$ cat src/rtl/dmem_arbiter_pkg.sv
// Shared definitions for the data-memory arbiter: FSM state encoding, port IDs
// and a small one-hot helper used by the grant logic.
package dmem_arbiter_pkg;

    typedef enum logic [1:0] {
        DARB_IDLE   = 2'd0,
        DARB_ACCESS = 2'd1,
        DARB_RESP   = 2'd2
    } darb_state_t;

    localparam logic DARB_CORE = 1'b0;
    localparam logic DARB_DBG  = 1'b1;

    // Bit 0 is the core, bit 1 is the debug port.
    function automatic logic [1:0] darb_onehot(input logic id);
        return id ? 2'b10 : 2'b01;
    endfunction

endpackage

$ cat src/rtl/dmem_arbiter_rr_arbiter2.sv
// Two-requester round-robin grant with an optional exclusive hold for the
// debug port. Purely combinational; the caller owns last_grant.
module rr_arbiter2
    import dmem_arbiter_pkg::*;
(
    input  logic [1:0] i_req,
    input  logic       i_last_grant,
    input  logic       i_lock,
    output logic [1:0] o_grant
);

    always_comb begin
        o_grant = 2'b00;
        if (i_lock && (i_last_grant == DARB_DBG)) begin
            // Held bus: the core is shut out even when debug is idle.
            o_grant = {i_req[1], 1'b0};
        end else if (&i_req) begin
            o_grant = darb_onehot(~i_last_grant);
        end else begin
            o_grant = i_req;
        end
    end

endmodule

$ cat src/rtl/dmem_arbiter.sv
// Shares the single-ported data memory between the core load/store path and a
// debug/DMA master. Define DMEM_ARB_LOCK_EN to add the dbg_lock exclusive hold.
module dmem_arbiter
    import dmem_arbiter_pkg::*;
#(
    parameter int DATA_WIDTH = 32,
    parameter int ADDR_WIDTH = 12
) (
    input  logic                  clk,
    input  logic                  rst,

    input  logic                  core_valid,
    output logic                  core_ready,
    input  logic                  core_we,
    input  logic [ADDR_WIDTH-1:0] core_addr,
    input  logic [DATA_WIDTH-1:0] core_wdata,
    input  logic [2:0]            core_width,
    output logic                  core_rsp_valid,
    output logic [DATA_WIDTH-1:0] core_rdata,

    input  logic                  dbg_valid,
    output logic                  dbg_ready,
    input  logic                  dbg_we,
    input  logic [ADDR_WIDTH-1:0] dbg_addr,
    input  logic [DATA_WIDTH-1:0] dbg_wdata,
    input  logic [2:0]            dbg_width,
    output logic                  dbg_rsp_valid,
    output logic [DATA_WIDTH-1:0] dbg_rdata,
`ifdef DMEM_ARB_LOCK_EN
    input  logic                  dbg_lock,
`endif

    output logic                  mem_we,
    output logic                  mem_re,
    output logic [ADDR_WIDTH-1:0] mem_addr,
    output logic [DATA_WIDTH-1:0] mem_data_in,
    output logic [2:0]            mem_data_width,
    input  logic [DATA_WIDTH-1:0] mem_data_out
);

    darb_state_t           r_state;
    logic                  r_last_grant;
    logic                  r_owner;
    logic                  r_we;
    logic [ADDR_WIDTH-1:0] r_addr;
    logic [DATA_WIDTH-1:0] r_wdata;
    logic [2:0]            r_width;
    logic                  r_mem_we;
    logic                  r_mem_re;
    logic                  r_core_rsp_valid;
    logic                  r_dbg_rsp_valid;

    logic                  w_lock;
    logic [1:0]            w_grant;
    logic [1:0]            w_take;
    logic                  w_accept;
    logic                  w_sel_we;
    logic [ADDR_WIDTH-1:0] w_sel_addr;
    logic [DATA_WIDTH-1:0] w_sel_wdata;
    logic [2:0]            w_sel_width;
    logic                  w_in_access;

`ifdef DMEM_ARB_LOCK_EN
    assign w_lock = dbg_lock;
`else
    assign w_lock = 1'b0;
`endif

    rr_arbiter2 u_rr (
        .i_req        ({dbg_valid, core_valid}),
        .i_last_grant (r_last_grant),
        .i_lock       (w_lock),
        .o_grant      (w_grant)
    );

    // Ready is gated by rst so nothing is handshaken while reset is held.
    assign w_take     = (rst && (r_state == DARB_IDLE)) ? w_grant : 2'b00;
    assign core_ready = w_take[0];
    assign dbg_ready  = w_take[1];
    assign w_accept   = |w_take;

    assign w_sel_we    = w_take[1] ? dbg_we    : core_we;
    assign w_sel_addr  = w_take[1] ? dbg_addr  : core_addr;
    assign w_sel_wdata = w_take[1] ? dbg_wdata : core_wdata;
    assign w_sel_width = w_take[1] ? dbg_width : core_width;

    always_ff @(posedge clk or negedge rst) begin
        if (!rst) begin
            r_state          <= DARB_IDLE;
            r_last_grant     <= DARB_DBG;
            r_owner          <= DARB_CORE;
            r_we             <= 1'b0;
            r_addr           <= '0;
            r_wdata          <= '0;
            r_width          <= 3'd0;
            r_mem_we         <= 1'b0;
            r_mem_re         <= 1'b0;
            r_core_rsp_valid <= 1'b0;
            r_dbg_rsp_valid  <= 1'b0;
        end else begin
            case (r_state)
                DARB_IDLE: begin
                    r_core_rsp_valid <= 1'b0;
                    r_dbg_rsp_valid  <= 1'b0;
                    if (w_accept) begin
                        r_state      <= DARB_ACCESS;
                        r_owner      <= w_take[1];
                        r_last_grant <= w_take[1];
                        r_we         <= w_sel_we;
                        r_addr       <= w_sel_addr;
                        r_wdata      <= w_sel_wdata;
                        r_width      <= w_sel_width;
                        r_mem_we     <= w_sel_we;
                        r_mem_re     <= ~w_sel_we;
                    end
                end
                DARB_ACCESS: begin
                    r_state          <= DARB_RESP;
                    r_mem_we         <= 1'b0;
                    r_mem_re         <= 1'b0;
                    r_core_rsp_valid <= (r_owner == DARB_CORE);
                    r_dbg_rsp_valid  <= (r_owner == DARB_DBG);
                end
                DARB_RESP: begin
                    r_state          <= DARB_IDLE;
                    r_core_rsp_valid <= 1'b0;
                    r_dbg_rsp_valid  <= 1'b0;
                end
                default: begin
                    r_state          <= DARB_IDLE;
                    r_mem_we         <= 1'b0;
                    r_mem_re         <= 1'b0;
                    r_core_rsp_valid <= 1'b0;
                    r_dbg_rsp_valid  <= 1'b0;
                end
            endcase
        end
    end

    // The memory bus is quiet outside the single strobe cycle.
    assign w_in_access    = r_mem_we | r_mem_re;
    assign mem_we         = r_mem_we;
    assign mem_re         = r_mem_re;
    assign mem_addr       = w_in_access ? r_addr  : '0;
    assign mem_data_in    = w_in_access ? r_wdata : '0;
    assign mem_data_width = w_in_access ? r_width : 3'd0;

    // Read data arrives from memory during the response cycle.
    assign core_rsp_valid = r_core_rsp_valid;
    assign dbg_rsp_valid  = r_dbg_rsp_valid;
    assign core_rdata     = (r_core_rsp_valid && !r_we) ? mem_data_out : '0;
    assign dbg_rdata      = (r_dbg_rsp_valid  && !r_we) ? mem_data_out : '0;

endmodule

$ cat config.mk
export PLATFORM = sky130hd
export DESIGN_NAME = dmem_arbiter
export DESIGN_NICKNAME = d
export VERILOG_FILES = /design/src/rtl/dmem_arbiter_pkg.sv /design/src/rtl/dmem_arbiter_rr_arbiter2.sv /design/src/rtl/dmem_arbiter.sv
export SDC_FILE = /design/constraint.sdc
export NUM_CORES = 1
export LEC_CHECK = 0
export BUFFER_PORTS_ARGS = -buffer_cell sky130_fd_sc_hd__buf_2
export CORE_MARGIN = 2
export CORE_UTILIZATION = 27
export CTS_BUF_LIST = sky130_fd_sc_hd__clkbuf_4 sky130_fd_sc_hd__clkbuf_8
export DETAILED_ROUTE_END_ITERATION = 16
export PLACE_DENSITY = 0.56
export SKIP_LAST_GASP = 1
export SLEW_MARGIN = 30
export SYNTH_ARGS = -nofsm -noshare
export SYNTH_HDL_FRONTEND = slang
export SYNTH_SLANG_ARGS = --single-unit
export TNS_END_PERCENT = 1
$ cat constraint.sdc
create_clock -name clk -period 1.4 [get_ports clk]
set_input_delay 0.28 -clock clk [delete_from_list [all_inputs] [get_ports clk]]
set_output_delay 0.28 -clock clk [all_outputs]
set_load 0.02 [all_outputs]
==> summary.txt <==
Yosys
  • Synth unique cells: 24
  • Post-synthesis net count: 438
  • Synth Area in XOR/XNOR: 0%
  • Netlist Area Pre-Place: 3530 µm²
  • Top-count cell post-synth: mux2_2
  • Area leader, netlist: dfrtp_1
  • Main combinational cell family by area after synthesis: multiplexers
  • Synth top area share: 39.0%
  • Sequential share of the synthesized area: 39.8%
  • Adder-Cell Fraction of Synth Area: 0%
  • Asr flop ratio synth: 100%
  • Simple-gate share of the synthesized area: 22.2%
  • Leading post-synthesis cells by cell area: dfrtp_1 (39%), mux2_2 (25%), and2_1 (12%)
  • Primary FF master, synth: dfrtp_1
  • Post-synth EDFFs: 0
  • Mux contribution to synthesized area: 32.9%
  • Top cells by count, synth: mux2_2 (79), and2_1 (66), dfrtp_1 (55), nor2b_1 (53), mux2_4 (16)
  • Seq cells post-synth: 56
  • Compound-gate portion of the synthesized area: around 1.0%
  • Post-Synthesis Cells: 306
  • Avg Inst Size Synth: about 12 µm²
  • Ys Warns: 0

Setup path
  • Flop-to-flop setup slack: -0.22 ns
  • CP Class: reg -> out
  • Setup crit end kind: output port
  • Worst Path Arrival: 1.39 ns
  • R2R cell count: 5
  • R2r endpoint: r_wdata[10]
  • Critical path fanouts, max: 16
  • CP required: 1.12 ns
  • RR Startpoint: r_last_grant
  • Crit start category: register

STA
  • Finish-stage setup viols: about 160
  • RSZ-0062 raised after global routing: true
  • Setup Skew: 0.00600 ns
  • Slew @ Worst Pin: roughly 0.75 ns
  • Setup total negative slack: -37.14 ns
  • Setup ws final: -0.268 ns
  • Rel. slew slack: 49.7%
  • Final Hold Fails: 0
  • Tcrit/Tclk final: 119%
  • Max Freq: 600 MHz
  • Slew Viols, Final: 0
  • Min Clock Period, post-route: 1.67 ns

Clock tree
  • TritonCTS clock tree: yes
  • Sink Count: 56
  • Clk Tree Root Cell: clkbuf_8
  • Clk_lat worst skew: about 0.31 ns
  • Clock-pin slew on the worst setup and hold paths: 0.10 ns
  • H-tree level count: 2
  • CTS Buf Count: 5
  • Hold_buf cts: 0
  • CTS Buffer Depth: 2

GRT
  • Total global routing overflow: 0
  • Overall routing resource usage: 14.5%
  • GR peak layer: met2
  • GR Util met3: 4.87%
  • First-pass GRT wire length: around 16,000 µm
  • Largest net degree at the start of global routing: 57
  • Met2 GRT Util: 26.8%
  • Vias in the first global route: 3,260
  • Met1 Track Usage GR: 16.2%
  • Antenna violations before repair: 1

Min path
  • Hold Crit Class: in -> async

Drt
  • 1st-iter DRT viols: 49
  • Final antenna-violating net count: 0
  • Drt total wl: 10,700 µm
  • Via count: roughly 3,200
  • Residual DRC: 0
  • First drt pass iteration count: 4
  • Average routed wire per standard cell: 14.5 µm
  • Via density: 4.28

Flow run
  • Max Cap Viol: 0

Final layout
  • Area Growth Syn to Fin: 49.0%
  • Design area: 5260 µm²
  • Layout Nets: roughly 700
  • Fin cells: 737
  • Share of layout cells above drive strength 1: 68.4%

Outcome
  • Status: complete, but fails checks
  • Failing checks: setup timing

Power and ir drop
  • Power density over cell area: around 1300 nW/µm²
  • VDD IR-drop max: 0.000694 V
  • Leak Pwr: about 2.8 nW

Placed design
  • Dpl ws: -0.216 ns
  • GPL Wtd Cong: 0.886
  • Dpl hpwl: 8020 µm
  • IO Port Bufs: 248
  • Placed Cells incl. Taps: a little over 700
  • Placed Area: 5050 µm²

Floorplanning
  • Starting Density: 27.8%
  • I/O pin cnt: ~250
  • Area of the core: 12,700 µm²
  • Site Rows: 41
  • DIE WIDTH: around 120 µm
  • Die height: 118 µm
  • Die area: approximately 14,000 µm²
-- worst max-delay path, cell delays in order (launching register included) --
cell and delay, ns:
dfrtp_2 0.46, nor2b_4 0.15, buf_6 0.17, and2_1 0.14
buf_2 0.16
-- how the worst max path moves through the flow --
stage	to	from	slack, ns
after CTS	core_rdata[4]	r_we	-0.30
final	dbg_rdata[13]	r_we	-0.27
after global routing	core_ready	r_state[1]	-0.36
after global placement	r_wdata[12]	core_valid	-0.20
after detailed placement	r_wdata[25]	core_valid	-0.22
after floorplan	r_wdata[2]	r_state[1]	-0.15
-- stage by stage --
stage	power [mW]	utilization, %	hold slack [ns]
floorplan	4.47	-	-0.0156
finish	6.59	41.5	0.211
global placement	5.56	39.8	0.436
global route	7.03	41.5	0.286
CTS	6.61	41.0	0.263
detailed placement	5.60	39.8	0.455
-- metal layers --
| layer | part of all wire, % | up-vias |
|---|---|---|
| met2 | 50 | 158 |
| met1 | 40 | 1467 |
| met4 | 0.81 | 0 |
| li1 | - | 1527 |
| met3 | 9.5 | 6 |
| met5 | 0 | - |
-- cells in the final DEF, fill, tap and decap left out, drive strengths merged, types with 2 or more instances in the layout --
cell type and count:
clkbuf 6, nor2b 53, clkinv 3, nor2 2
buf 270, inv 2, mux2i 3, and2 66
dfrtp 55, mux2 95
-- kinds of logic (layout without fill, tap and decap cells) --
family / Yosys count / count (layout)
simple gates: 125 / 125
mux: 98 / 98
flops: 56 / 56
buf+inv: 23 / 281
compound gates: 4 / 4
other cells: 0 / 1
-- final cells by class --
cell class / count / area [µm²]
fill: 1268 / 7410
multi-input combinational: 227 / 2030
timing repair buffer: 271 / 1510
sequential: 56 / 1400
tap: 172 / 215
clock buffer: 5 / 68.8
clock inverter: 3 / 18.8
inverter: 2 / 7.51
antenna: 1 / 2.50
-- sequential cells by signal, summed over array words and instances, names as in the netlist --
name            count
r_last_grant        1
mem_re              1
r_owner             1
r_addr             12
r_we                1
r_state             2
mem_we              1
dbg_rsp_valid       1
core_rsp_valid      1
r_width             3
r_wdata            32
-- where the power goes --
group / switching (mW) / internal (mW)
sequential: 0.256 / 2.10
clock: 0.570 / 0.352
combinational: 1.71 / 1.60
-- what timing repair did --
action	in CTS	in global routing
resized for setup	12	8
cloned	1	1
endpoints found under the hold margin	0	0
pin swaps	2	3
endpoints found under the setup margin	161	163
buffers inserted	3	0
No activity file was read; power rests on OpenSTA's default activity.
